**src/rtl/updown_sweep_pkg.sv**
```systemverilog
// rtl/updown_sweep_pkg.sv - shared state encoding and default widths for the up/down sweep sequencer
package updown_sweep_pkg;

  localparam int WIDTH_DEF  = 4;
  localparam int CYC_W_DEF  = 8;
  localparam int HOLD_W_DEF = 4;

  localparam logic [2:0] ST_IDLE_ENC     = 3'd0;
  localparam logic [2:0] ST_UP_ENC       = 3'd1;
  localparam logic [2:0] ST_DWELL_HI_ENC = 3'd2;
  localparam logic [2:0] ST_DOWN_ENC     = 3'd3;
  localparam logic [2:0] ST_DWELL_LO_ENC = 3'd4;

  typedef enum logic [2:0] {
    ST_IDLE     = ST_IDLE_ENC,
    ST_UP       = ST_UP_ENC,
    ST_DWELL_HI = ST_DWELL_HI_ENC,
    ST_DOWN     = ST_DOWN_ENC,
    ST_DWELL_LO = ST_DWELL_LO_ENC
  } state_e;

endpackage

```
**src/rtl/updown_count_core.sv**
```systemverilog
// rtl/updown_count_core.sv - loadable WIDTH-bit up/down counter register
module updown_count_core
  import updown_sweep_pkg::*;
#(
  parameter int WIDTH = WIDTH_DEF
) (
  input  logic             clk_i,
  input  logic             reset_i,
  input  logic             load_i,
  input  logic [WIDTH-1:0] load_val_i,
  input  logic             en_i,
  input  logic             up_i,
  output logic [WIDTH-1:0] count_o
);

  logic [WIDTH-1:0] count_q;
  logic [WIDTH-1:0] count_d;

  // Load wins over a step so a start always lands exactly on the floor.
  always_comb begin
    count_d = count_q;
    if (load_i) begin
      count_d = load_val_i;
    end else if (en_i) begin
      count_d = up_i ? (count_q + 1'b1) : (count_q - 1'b1);
    end
  end

  always_ff @(posedge clk_i) begin
    if (reset_i) begin
      count_q <= '0;
    end else begin
      count_q <= count_d;
    end
  end

  assign count_o = count_q;

endmodule

```
**src/rtl/updown_sweep_ctrl.sv**
```systemverilog
// rtl/updown_sweep_ctrl.sv - triangle sweep sequencer with turn dwell, sweep count and start/stop control
module updown_sweep_ctrl
  import updown_sweep_pkg::*;
#(
  parameter int WIDTH  = WIDTH_DEF,
  parameter int CYC_W  = CYC_W_DEF,
  parameter int HOLD_W = HOLD_W_DEF
) (
  input  logic              clk_i,
  input  logic              reset_i,
  input  logic              start_i,
  input  logic              stop_i,
  input  logic [WIDTH-1:0]  lo_limit_i,
  input  logic [WIDTH-1:0]  hi_limit_i,
  input  logic [CYC_W-1:0]  cycles_i,
  input  logic [HOLD_W-1:0] hold_i,
  output logic [WIDTH-1:0]  count_o,
  output logic              up_downbar_o,
  output logic              busy_o,
  output logic              turn_o,
  output logic              done_o,
  output logic              err_o
);

  state_e            state_q, state_d;
  logic [WIDTH-1:0]  lo_q, lo_d;
  logic [WIDTH-1:0]  hi_q, hi_d;
  logic [CYC_W-1:0]  cyc_q, cyc_d;
  logic [HOLD_W-1:0] hold_q, hold_d;
  logic [HOLD_W-1:0] dwell_q, dwell_d;
  logic [CYC_W-1:0]  sweep_q, sweep_d;
  logic              updn_q, updn_d;
  logic              turn_q, turn_d;
  logic              done_q, done_d;
  logic              err_q, err_d;

  logic              core_load;
  logic              core_en;
  logic              core_up;
  logic [WIDTH-1:0]  count_w;
  logic [WIDTH-1:0]  cnt_inc;
  logic [WIDTH-1:0]  cnt_dec;
  logic [CYC_W-1:0]  sweep_inc;
  logic              do_up;
  logic              do_dn;

  updown_count_core #(
    .WIDTH(WIDTH)
  ) u_core (
    .clk_i      (clk_i),
    .reset_i    (reset_i),
    .load_i     (core_load),
    .load_val_i (lo_limit_i),
    .en_i       (core_en),
    .up_i       (core_up),
    .count_o    (count_w)
  );

  assign cnt_inc   = count_w + 1'b1;
  assign cnt_dec   = count_w - 1'b1;
  assign sweep_inc = sweep_q + 1'b1;

  // An expiring dwell takes the next step itself, so a turn shows for exactly hold+1 cycles.
  assign do_up = (state_q == ST_UP)   || ((state_q == ST_DWELL_LO) && (dwell_q == '0));
  assign do_dn = (state_q == ST_DOWN) || ((state_q == ST_DWELL_HI) && (dwell_q == '0));

  always_comb begin
    state_d   = state_q;
    lo_d      = lo_q;
    hi_d      = hi_q;
    cyc_d     = cyc_q;
    hold_d    = hold_q;
    dwell_d   = dwell_q;
    sweep_d   = sweep_q;
    updn_d    = updn_q;
    turn_d    = 1'b0;
    done_d    = 1'b0;
    err_d     = 1'b0;
    core_load = 1'b0;
    core_en   = 1'b0;
    core_up   = updn_q;

    case (state_q)
      ST_IDLE: begin
        if (start_i) begin
          if (lo_limit_i < hi_limit_i) begin
            lo_d      = lo_limit_i;
            hi_d      = hi_limit_i;
            cyc_d     = cycles_i;
            hold_d    = hold_i;
            sweep_d   = '0;
            updn_d    = 1'b1;
            core_load = 1'b1;
            state_d   = ST_UP;
          end else begin
            err_d = 1'b1;
          end
        end
      end

      default: begin
        if (stop_i) begin
          state_d = ST_IDLE;
          done_d  = 1'b1;
        end else if (do_up) begin
          core_en = 1'b1;
          core_up = 1'b1;
          state_d = ST_UP;
          if (cnt_inc == hi_q) begin
            updn_d  = 1'b0;
            turn_d  = 1'b1;
            dwell_d = hold_q;
            state_d = (hold_q == '0) ? ST_DOWN : ST_DWELL_HI;
          end
        end else if (do_dn) begin
          core_en = 1'b1;
          core_up = 1'b0;
          state_d = ST_DOWN;
          if (cnt_dec == lo_q) begin
            sweep_d = sweep_inc;
            if ((cyc_q != '0) && (sweep_inc == cyc_q)) begin
              state_d = ST_IDLE;
              done_d  = 1'b1;
            end else begin
              updn_d  = 1'b1;
              turn_d  = 1'b1;
              dwell_d = hold_q;
              state_d = (hold_q == '0) ? ST_UP : ST_DWELL_LO;
            end
          end
        end else begin
          dwell_d = dwell_q - 1'b1;
        end
      end
    endcase
  end

  always_ff @(posedge clk_i) begin
    if (reset_i) begin
      state_q <= ST_IDLE;
      lo_q    <= '0;
      hi_q    <= '0;
      cyc_q   <= '0;
      hold_q  <= '0;
      dwell_q <= '0;
      sweep_q <= '0;
      updn_q  <= 1'b1;
      turn_q  <= 1'b0;
      done_q  <= 1'b0;
      err_q   <= 1'b0;
    end else begin
      state_q <= state_d;
      lo_q    <= lo_d;
      hi_q    <= hi_d;
      cyc_q   <= cyc_d;
      hold_q  <= hold_d;
      dwell_q <= dwell_d;
      sweep_q <= sweep_d;
      updn_q  <= updn_d;
      turn_q  <= turn_d;
      done_q  <= done_d;
      err_q   <= err_d;
    end
  end

  assign count_o      = count_w;
  assign up_downbar_o = updn_q;
  assign busy_o       = (state_q != ST_IDLE);
  assign turn_o       = turn_q;
  assign done_o       = done_q;
  assign err_o        = err_q;

endmodule

```
**config.mk**
```make
export PLATFORM = sky130hd
export DESIGN_NAME = updown_sweep_ctrl
export DESIGN_NICKNAME = d
export VERILOG_FILES = /design/src/rtl/updown_sweep_pkg.sv /design/src/rtl/updown_count_core.sv /design/src/rtl/updown_sweep_ctrl.sv
export SDC_FILE = /design/constraint.sdc
export NUM_CORES = 1
export LEC_CHECK = 0
export BUFFER_PORTS_ARGS = -buffer_cell sky130_fd_sc_hd__buf_2
export CAP_MARGIN = 20
export CORE_MARGIN = 10
export CORE_UTILIZATION = 55
export CTS_BUF_LIST = sky130_fd_sc_hd__clkbuf_8
export DETAILED_ROUTE_END_ITERATION = 7
export GPL_TIMING_DRIVEN = 0
export PLACE_DENSITY = 0.77
export SLEW_MARGIN = 20
export SYNTH_ARGS = -nofsm -noshare
export SYNTH_HDL_FRONTEND = slang
export SYNTH_SLANG_ARGS = --single-unit
```
**constraint.sdc**
```tcl
create_clock -name clk_i -period 2.8 [get_ports clk_i]
set_input_delay 0.42 -clock clk_i [delete_from_list [all_inputs] [get_ports clk_i]]
set_output_delay 0.42 -clock clk_i [all_outputs]
set_load 0.05 [all_outputs]
```
Word-level counts from Yosys, hierarchy flattened
Cells that the tools add are included.
- register bits after elaboration: 43
- input bits: 24
- output and inout bits: 9
- logic and storage cells: 117
- add/sub/neg operators: 4
- order comparisons: 1
- equal/unequal tests: 16
- muxes and demuxes: 57
- bitwise operators: 3
- reduce and logical (&&, ||, !) cells: 24
- operator list (operator ; count):
    two-way mux 8 bit ; 7
    two-way mux 1 bit ; 32
    two-way mux 4 bit ; 8
    two-way mux 3 bit ; 9
    nonzero test 3 bit ; 3
    adder 8 x 1 -> 8 bit (second input constant) ; 1
    == test 4 bit ; 2
    == test 8 bit ; 1
    logical NOT 4 bit ; 2
    nonzero test 8 bit ; 1
    subtractor 4 x 1 -> 4 bit (second input constant) ; 2
    AND reduction 7 bit ; 1
    == test 3 x 2 -> 1 bit (second input constant) ; 2
    != test 2 x 1 -> 1 bit (second input constant) ; 3
    != test 3 x 2 -> 1 bit (second input constant) ; 2
    AND reduction 3 bit ; 2
    AND reduction 6 bit ; 1
    nonzero test 2 bit ; 3
    OR reduction 3 bit ; 2
    AND reduction 5 bit ; 1
    adder 4 x 1 -> 4 bit (second input constant) ; 1
    less-than comparator 4 bit ; 1
    != test 2 bit (second input constant) ; 2
    nonzero test 4 bit ; 1
    10 further kinds ; 15

Longest topological paths before layout
Gate-level depths: netlist of run 1.
- word-level depth: 10
- mapped depth: 9
- gate-level depth less buffers: 8

Modules after synthesis
A second synthesis of run 1 with hierarchy kept.
- cell total of the unflattened synthesis: 299
- area total of the unflattened synthesis: 2568.7 µm²
- by module, submodules not included (module ; times used ; cells an instance ; area each (µm²)):
    updown_sweep_ctrl ; 1 ; 269 ; 2273.4
    updown_count_core ; 1 ; 30 ; 295.3

Worst setup path after synthesis of run 1
OpenSTA, ideal clock, no wires.
- kind: register -> register
- start: reg u_core.count_q[0], in the netlist u_core.count_o[0]
- end: reg dwell_q[0]
- setup time: 0.122 ns
- data arrival time: 2.630 ns
- path slack: 0.048 ns
- cell stages (with the launch flop): 8
- path buffers: 0
- clock period less this slack: 2.752 ns
- path through: dfxtp_1 inv_1 ha_1 xor2_1 o41ai_1 o211ai_1 or2_1 o311a_1
- longest elaborated chain between the ends: 4
- elaborated cells between the ends (all ways): 7
- classes of those cells: 2 x add/sub; 4 x eq/ne; 1 x reduce/logical
- ends and longest elaborated chain (what ; RTL line ; text):
    start: declaration ; updown_count_core.sv:16 ; logic [WIDTH-1:0] count_q;
    start signal: assignment ; updown_count_core.sv:33 ; count_q <= count_d;
    subtractor 4 x 1 -> 4 bit or adder 4 x 1 -> 4 bit (tied branches) ; updown_sweep_ctrl.sv:60, updown_sweep_ctrl.sv:59 ;
    == test 4 bit (on tied branches) ; updown_sweep_ctrl.sv:119, updown_sweep_ctrl.sv:109 ;
    != test 3 x 2 -> 1 bit (no source line) or != test 2 x 1 -> 1 bit (tied branches) ; - ;
    AND reduction 5 bit (no source line) (*) ; - ;
    end signal: assignment ; updown_sweep_ctrl.sv:157 ; dwell_q <= dwell_d;
    end: declaration ; updown_sweep_ctrl.sv:30 ; logic [HOLD_W-1:0] dwell_q, dwell_d;
Mark *: on every way between the ends. The rest lies on a longest branch, timed or not.
A chain may end at the register's enable or synchronous reset.

Final worst setup path of run 1
Same ends and word-level chain as after synthesis.

==> results of run 1 <==
[metal layers]
layer | global-route usage [%] | wire length, um | up-vias
li1 | - | - | 1198
met3 | 6.27 | 512 | 2
met1 | 21.4 | 2860 | 1079
met5 | 0 | 0 | -
met2 | 25.0 | 2770 | 76
met4 | 4.93 | 27 | 0
[flip-flops by register name, summed over array words and instances (netlist names)]
name / cells
dwell_q: 4
sweep_q: 8
err_o: 1
u_core.count_o: 4
hi_q: 4
cyc_q: 8
up_downbar_o: 1
done_o: 1
turn_o: 1
state_q: 3
hold_q: 4
lo_q: 4
[cell usage after synthesis, drive strengths merged, types with 3 or more instances]
library cell,n,area (um^2)
xnor2,13,114
a21oi,34,170
a211o,3,26.3
and2,3,18.8
o31ai,3,22.5
or3,6,37.5
a21o,3,22.5
nor3b,5,42.5
nand2b,6,40.0
clkbuf,11,41.3
dfxtp,43,861
nand2,53,199
nor3,9,50.1
a211oi,4,30.0
nand3,14,70.1
xor2,9,78.8
nor4,3,25.0
o21ai,9,45.0
inv,11,41.3
a311oi,6,52.6
nor2,12,45.0
buf,3,17.5
ha,8,100
[cell type report]
type / count / area, um^2
plain buffers: 14 / 58.8
well taps: 52 / 65.1
multi-input cells: 240 / 1540
clock buffers: 5 / 68.8
flip-flops and latches: 43 / 862
fillers: 406 / 1520
repair buffers: 35 / 183
inverters: 11 / 41.3
clock inverters: 3 / 16.3
[stage by stage]
stage	setup slack (ns)	power [mW]	cells
finish	0.196	1.55	403
global route	0.0160	1.64	403
CTS	0.0252	1.55	400
detailed placement	0.0580	1.17	392
global placement	0.0992	1.16	392
floorplan	0.0484	1.05	308
[worst max-delay path, cell delays in order, from the launching register on]
cell and delay, ns:
dfxtp_2 0.40, inv_1 0.10, ha_1 0.36, xor2_1 0.17, o41ai_1 0.50, o211ai_1 0.29
or2_1 0.34, o311a_1 0.34
[kinds of logic (layout without fill, tap and decap cells)]
| kind of cell | count (synthesis) | after routing | synth area share (%) |
|---|---|---|---|
| XOR/XNOR | 23 | 23 | 8.71 |
| adder cells (fa/ha/maj) | 8 | 8 | 4.03 |
| AND/OR/NAND/NOR | 120 | 120 | 24.1 |
| AO/OA/AOI/OAI | 86 | 86 | 23.3 |
| multiplexers | 3 | 3 | 1.26 |
| flip-flops | 43 | 43 | 34.6 |
| buffers and inverters | 25 | 68 | 4.03 |
[timing repair]
action	in CTS	in global routing
setup buffers	0	3
resized for setup	0	3
setup endpoints to repair	0	10
[worst paths after layout]
path	from	to	slack (ns)
worst max-delay path	u_core.count_o[0]$_SDFFE_PP0P_	dwell_q[0]$_SDFFE_PP0P_	0.20
worst min-delay path	hold_i[2]	hold_q[2]$_SDFFE_PP0P_	0.35
worst min register to register	hold_q[1]$_SDFFE_PP0P_	hold_q[1]$_SDFFE_PP0P_	0.47
worst max register to register	u_core.count_o[0]$_SDFFE_PP0P_	dwell_q[0]$_SDFFE_PP0P_	0.20
[power by group through the flow]
stage / Clock (mW) / Sequential (mW) / Combinational [mW]
6_report: 0.387 / 0.698 / 0.462
5_1_grt: 0.420 / 0.705 / 0.516
4_1_cts: 0.395 / 0.698 / 0.457
3_5_place_dp: 0 / 0.712 / 0.455
3_3_place_gp: 0 / 0.711 / 0.447
2_1_floorplan: 0 / 0.734 / 0.315
==> results.md, run 1 <==
- Outcome: complete, no violations
- Hold_buf cts: 0
- Rows: 24
- Area post-placement: roughly 0.0027 mm^2
- Largest net degree at the start of global routing: 14
- Die Area: between 0.007 and 0.008 mm^2
- Slew Limit Fails: 0
- Pwr/cell area: 547 mW/mm^2
- Grt ovf: 0
- Count of final hold-check violations: 0
- Initial Util: a little under three fifths
- Most common cell after layout, fill and taps aside: nand2_1
- CTS Root Cell: clkbuf_8
- Max-Cap Viols: 0
- Crit path required time: 2.99 ns
- Layout Utilization: 65.0%
- Final HPWL DP: 4.80 mm
- CTS Buf Count: 5
- Worst Hold Depth: 3
- Switching fraction of total power: 35.5%
- Die width: 87.2 um
- Max transition margin: 57.6%
- Fin area: approximately 0.0028 mm^2
- GP Congestion: 0.834
- Clock power share: 25.0%
- Skew-Pair Late Insertion Delay: 0.30 ns
- Routed Antenna Nets: 0
- Via/cell ratio: roughly 5.8
- Clock Pin Slew Worst Setup and Hold Paths: 0.08 ns
- Setup TNS: 0 ns
- Register area share after synthesis: approximately a third
- Internal: roughly 1 mW
- Post-synth cell types: 57
- RSZ-0062 raised after global routing: no
- Critical path class: flop to flop
- Post-Syn Nets: 340
- Synthesized instance count: slightly above 300
- Post-route DRC: 0
- Post-synth EDFFs: 0
- Final period util: approximately 93%
- Switching power: 0.549 mW
- Total GRT Usage: 16.6%
- Die Y: around 87 um
- Total number of vias: approximately 2400
- Most frequent cells in the layout: nand2_1 (53), dfxtp_1 (42), buf_2 (34), a21oi_1 (34), nand3_1 (14)
- Drt wl/cell: 15.3 um
- Clk sinks: 43
- Combinational Power Share: between 20% and 30%
- Number of global-route vias before repair: 2236
- Critical Path Start Type: flop
- Initial antenna violation count: 0
- Post-layout min period: 2.60 ns
- CP max FO: 7
- Area Overhead vs Synth: 13.9%
- CTS tree: yes
- FFs w/ async S/R, synth: 0%
- Worst Tran Pin Value: 0.632 ns
- First-pass GRT wire length: 10.4 mm
- Synth Flop Type: dfxtp_1
- Register share of total power: 45.1%
- Share of post-route cells with drive strength above 1: roughly 16%
- Syn_area_per_cell: just over 8 um^2
- Final wirelength: 6.16 mm
- VDD IR max: 0.000290 V
- Nets: 382
- Flops & latches, synth: 43
- Worst Hold Class: primary input to flop
- Ys Warns: 0
- Worst path arrival time: 2.80 ns
- Antenna cells: 0
- Pleak: 1.10 nW
- Port buffer count: 32
- Hold_ws: 0.353 ns
- Num ports: 33
- Layout Skew: roughly 0.0067 ns
- Longest Clk Path Bufs: 2
- Worst Setup End Kind: flop
- Router iterations before antenna repair: 4
- Fmax: ~380 MHz
- Mapped cell area: 0.00248 mm^2
- Iter 0 DRT Violations: 129
- Worst R2R Path Depth: 7
- H-tree Lvls: 2
- Core Footprint: 0.00435 mm^2
- Final setup violation count: 0
Power figures use the tool's default switching activity.
==> inputs of run 2 (changes only) <==
--- a/config.mk
+++ b/config.mk
@@ -12,7 +12,7 @@
 export CTS_BUF_LIST = sky130_fd_sc_hd__clkbuf_8
 export DETAILED_ROUTE_END_ITERATION = 7
 export GPL_TIMING_DRIVEN = 0
-export PLACE_DENSITY = 0.77
+export PLACE_DENSITY_LB_ADDON = 0.1
 export SLEW_MARGIN = 20
 export SYNTH_ARGS = -nofsm -noshare
 export SYNTH_HDL_FRONTEND = slang
==> results.md, run 2 (synthesis results as in run 1) <==
- Count of final hold-check violations: 0
- H-tree Lvls: 2
- First-pass GRT wire length: 10.9 mm
- Final setup violation count: 0
- Final period util: 92.1%
- Clock Pin Slew Worst Setup and Hold Paths: 0.08 ns
- Fmax: approximately 390 MHz
- Number of global-route vias before repair: around 2300
- Max transition margin: roughly 52%
- Rows: 24
- Largest net degree at the start of global routing: 13
- Nets: 379
- Hold_buf cts: 0
- Pwr/cell area: 564 mW/mm^2
- Initial Util: a little under three fifths
- Worst Hold Class: primary input to flop
- Post-layout min period: about 2.6 ns
- Hold_ws: about 0.36 ns
- Most frequent cells in the layout: nand2_1 (53), dfxtp_1 (40), buf_2 (34), a21oi_1 (34), nand3_1 (14)
- Layout Utilization: 65.3%
- Skew-Pair Late Insertion Delay: 0.30 ns
- GP Congestion: roughly 0.92
- Buf/Inv on CP: 1
- Grt ovf: 0
- Via/cell ratio: 5.85
- Final wirelength: 6.48 mm
- Kind of cell adding the most delay to the critical path: compound AO/OA/AOI/OAI gates
- Iter 0 DRT Violations: 140
- Max-Cap Viols: 0
- Worst Tran Pin Value: between 0.7 and 0.8 ns
- Slew Limit Fails: 0
- VDD IR max: about 0.00027 V
- Layout Skew: 0.00854 ns
- Routed Antenna Nets: 0
- Share of post-route cells with drive strength above 1: between 10% and 20%
- Port buffer count: 32
- Registers with the most flip-flops: cyc_q x8, sweep_q x8
- Die Area: 0.00761 mm^2
- Multi-input logic area: roughly 0.0016 mm^2
- Total number of vias: 2341
- RSZ-0062 raised after global routing: no
- Core Footprint: between 0.004 and 0.005 mm^2
- Pleak: approximately 1.1 nW
- Crit-path slowest cell: a222oi_1
- Critical path class: flop to flop
- Outcome: complete, no violations
- Reg area: 865 um^2
- CTS Buf Count: 5
- Die width: about 87 um
- Filler cells: around 410
- Slowest Stage Delay on Critical Path: 0.61 ns
- Clk sinks: 43
- Worst path arrival time: 2.80 ns
- Router iterations before antenna repair: 4
- Num ports: 33
- CP max FO: 6
- Worst Setup End Kind: flop
- Final HPWL DP: 4.93 mm
- CTS Root Cell: clkbuf_8
- Critical path, cell by cell: inv_2 > ha_1 > nor3b_4 > a21o_1 > a222oi_1 > mux2_2 > or3_1 > a311oi_2
- Area Overhead vs Synth: 14.5%
- Drt wl/cell: about 16 um
- Initial antenna violation count: 0
- Post-route DRC: 0
- CTS tree: yes
- Die Y: about 87 um
- Most common cell after layout, fill and taps aside: nand2_1
- Crit path required time: 3.02 ns
- Total GRT Usage: approximately 18%
- Longest Clk Path Bufs: 2
- Antenna cells: 0
- Postcts setup bufs: 0
- Critical Path Start Type: flop
## run 2: cell type report
type	instances	area share [%]
buffer	14	2.07
clock buffer	7	3.39
clock inverter	1	0.132
inverter	11	1.45
multi-input combinational	240	54.7
sequential	43	30.4
tap	52	2.29
timing repair buffer	32	5.63
## run 2: worst min-delay path: stages
cell     delay, ns
buf_2         0.09
nand2_1       0.04
a21oi_1       0.05
## run 2: routing by layer
metal / global-route usage [%] / up-vias / part of all wire (%) / wire length [um]
li1: - / 1193 / - / -
met1: 22.8 / 1092 / 46 / 2980
met2: 28.3 / 48 / 48 / 3100
met3: 4.68 / 8 / 4.8 / 308
met4: 5.07 / 0 / 1.4 / 93
met5: 0 / - / 0 / 0
## run 2: path summary, 6_finish.rpt
| path | cells past startpoint | slack [ns] | from | endpoint |
|---|---|---|---|---|
| worst max-delay path | 8 | 0.22 | dwell_q[0]$_SDFFE_PP0P_ | u_core.count_o[3]$_SDFFE_PP0P_ |
| worst min-delay path | 3 | 0.36 | cycles_i[2] | cyc_q[2]$_SDFFE_PP0P_ |
| worst max register to register | 8 | 0.22 | dwell_q[0]$_SDFFE_PP0P_ | u_core.count_o[3]$_SDFFE_PP0P_ |
| worst min register to register | 2 | 0.48 | hi_q[3]$_SDFFE_PP0P_ | hi_q[3]$_SDFFE_PP0P_ |
## run 2: where the power goes
group / switching, mW / total, mW / leakage [nW] / internal, mW
combinational: 0.295 / 0.473 / 0.693 / 0.178
sequential: 0.0448 / 0.702 / 0.351 / 0.657
clock: 0.208 / 0.429 / 0.0557 / 0.222
total: 0.547 / 1.60 / 1.10 / 1.06
## run 2: repair_timing
| item | 4_1_cts | 5_1_grt |
|---|---|---|
| gates cloned | 0 | 0 |
| gates resized for setup | 1 | 8 |
| pin swaps | 0 | 2 |
| endpoints found under the setup margin | 4 | 10 |
## run 2: stage by stage
step           worst slack [ns]  power [mW]  instances  cell area [um^2]  setup TNS (ns)
2_1_floorplan            0.0484        1.05        308              2480               0
3_3_place_gp            -0.0423        1.16        392              2710         -0.0938
3_5_place_dp            -0.0411        1.17        392              2710          -0.114
4_1_cts                  0.0893        1.59        400              2820               0
5_1_grt                  0.0306        1.70        400              2850               0
6_report                  0.220        1.60        400              2850               0
==> inputs of run 3 (changes only) <==
--- a/config.mk
+++ b/config.mk
@@ -7,7 +7,6 @@
 export LEC_CHECK = 0
 export BUFFER_PORTS_ARGS = -buffer_cell sky130_fd_sc_hd__buf_2
 export CAP_MARGIN = 20
-export CORE_MARGIN = 10
 export CORE_UTILIZATION = 55
 export CTS_BUF_LIST = sky130_fd_sc_hd__clkbuf_8
 export DETAILED_ROUTE_END_ITERATION = 7
==> constraint.sdc (replaced) <==
create_clock -name clk_i -period 2.8 [get_ports clk_i]
set_input_delay 0.56 -clock clk_i [delete_from_list [all_inputs] [get_ports clk_i]]
set_output_delay 0.56 -clock clk_i [all_outputs]
set_load 0.05 [all_outputs]
==> results.md, run 3 (synthesis results as in run 1) <==
- Skew-Pair Late Insertion Delay: ~0.30 ns
- Slew Limit Fails: 0
- Drt wl/cell: about 16 um
- Post-route DRC: 0
- Slowest Stage Delay on Critical Path: 0.48 ns
- Worst Setup End Kind: flop
- Grt ovf: 0
- Count of final hold-check violations: 0
- Final setup violation count: 0
- Met2 GRT Util: between 40% and 50%
- Worst Tran Pin Value: approximately 0.63 ns
- Placed cells: 392
- M3 GR Usage: 4.65%
- Core Footprint: 0.00435 mm^2
- Num ports: 33
- Clk sinks: 43
- Critical path, cell by cell: inv_1 > ha_1 > xor2_1 > o41ai_2 > o211ai_1 > or2_1 > o311a_1
- First-pass GRT wire length: 10.5 mm
- Port buffer count: 32
- Antenna cells: 0
- Iter 0 DRT Violations: 206
- Share of post-route cells with drive strength above 1: 15.7%
- Area Overhead vs Synth: 14.8%
- Max transition margin: between 50% and 60%
- Die Y: 69.2 um
- Layout Skew: 0.00848 ns
- Initial antenna violation count: 0
- Largest net degree at the start of global routing: 13
- Post-layout min period: 2.63 ns
- Worst Hold Class: flop to flop
- Clock Pin Slew Worst Setup and Hold Paths: 0.08 ns
- Die width: 69.2 um
- Most common cell after layout, fill and taps aside: nand2_1
- CTS Root Cell: clkbuf_8
- Worst path arrival time: 2.81 ns
- CP max FO: 7
- Outcome: complete, no violations
- Max-Cap Viols: 0
- RSZ-0062 raised after global routing: no
- Final wirelength: ~6.3 mm
- Die Area: 0.00479 mm^2
- Crit path required time: 2.99 ns
- GP Congestion: 0.910
- Routed Antenna Nets: 0
- H-tree Lvls: 2
- Via/cell ratio: 5.81
- Pleak: 1.11 nW
- Total number of vias: approximately 2300
- Pwr/cell area: ~560 mW/mm^2
- Filler cells: between 400 and 500
- VDD IR max: about 0.00028 V
- Most frequent cells in the layout: nand2_1 (53), dfxtp_1 (43), buf_2 (34), a21oi_1 (34), nand3_1 (14)
- GRT busiest layer: met2
- Nets: 382
- Tot Pwr: 1.60 mW
- Number of global-route vias before repair: 2231
- Buf/Inv on CP: 1
- Longest Clk Path Bufs: 2
- Total GRT Usage: 27.7%
- Final period util: a little over nine tenths
- Final Non-Filler Cells: 403
- CTS Buf Count: 5
- CTS tree: yes
- Critical Path Start Type: flop
- Critical path class: flop to flop
- Router iterations before antenna repair: 4
- Met1 Track Usage GR: a little over a third
- Kind of cell adding the most delay to the critical path: compound AO/OA/AOI/OAI gates
- Registers with the most flip-flops: cyc_q x8, sweep_q x8
- Final HPWL DP: approximately 4.7 mm
- Rows: 24
- Layout Utilization: 65.5%
- Crit-path slowest cell: dfxtp_1
- Fmax: 381 MHz
- Initial Util: a little under three fifths
==> run 3: metrics by stage <==
step / hold WS (ns) / instance area, um^2 / setup TNS [ns] / setup WS, ns
after floorplan: 0.444 / 2480 / 0 / 0.0484
after global placement: 0.459 / 2710 / -0.117 / -0.0537
after detailed placement: 0.463 / 2710 / -0.229 / -0.0810
after CTS: 0.475 / 2820 / 0 / 0.0304
after global routing: 0.496 / 2850 / 0 / 0.0322
final: 0.473 / 2850 / 0 / 0.174
==> run 3: per-layer routing <==
layer  vias up  part of all wire, %  wire, um
met2        62                   47      2970
li1       1192                    -         -
met5         -                    0         0
met4         0                  1.5        97
met3        10                  5.3       337
met1      1079                   46      2900
==> run 3: cell type report <==
| cell class | instances | area, um^2 | share of cell area [%] |
|---|---|---|---|
| clock inverter | 1 | 3.75 | 0.132 |
| timing repair buffer | 35 | 183 | 6.41 |
| tap | 52 | 65.1 | 2.28 |
| buffer | 14 | 58.8 | 2.06 |
| inverter | 11 | 41.3 | 1.45 |
| multi-input combinational | 240 | 1540 | 54.1 |
| clock buffer | 7 | 96.3 | 3.38 |
| sequential | 43 | 861 | 30.2 |
==> run 3: worst min-delay path, stage by stage, from the launching register on <==
cell and delay [ns]:
dfxtp_1 0.32, nand2_1 0.05, a21oi_1 0.05
==> run 3: path summary, 6_finish.rpt <==
| check | startpoint | end | slack (ns) | cells past startpoint |
|---|---|---|---|---|
| min | hold_q[3]$_SDFFE_PP0P_ | hold_q[3]$_SDFFE_PP0P_ | 0.47 | 2 |
| max reg2reg | u_core.count_o[0]$_SDFFE_PP0P_ | dwell_q[0]$_SDFFE_PP0P_ | 0.17 | 7 |
| max | u_core.count_o[0]$_SDFFE_PP0P_ | dwell_q[0]$_SDFFE_PP0P_ | 0.17 | 7 |
| min reg2reg | hold_q[3]$_SDFFE_PP0P_ | hold_q[3]$_SDFFE_PP0P_ | 0.47 | 2 |
==> run 3: power breakdown <==
| group | switching [mW] | internal (mW) |
|---|---|---|
| Sequential | 0.0430 | 0.656 |
| Combinational | 0.293 | 0.173 |
| Clock | 0.214 | 0.222 |
==> run 3: what timing repair did <==
action                     in CTS  in global routing
buffers inserted                0                  3
hold endpoints to repair        0                  0
resized for setup               1                  2
hold buffers                    0                  0
pin swaps                       0                  2
setup endpoints to repair       5                 10
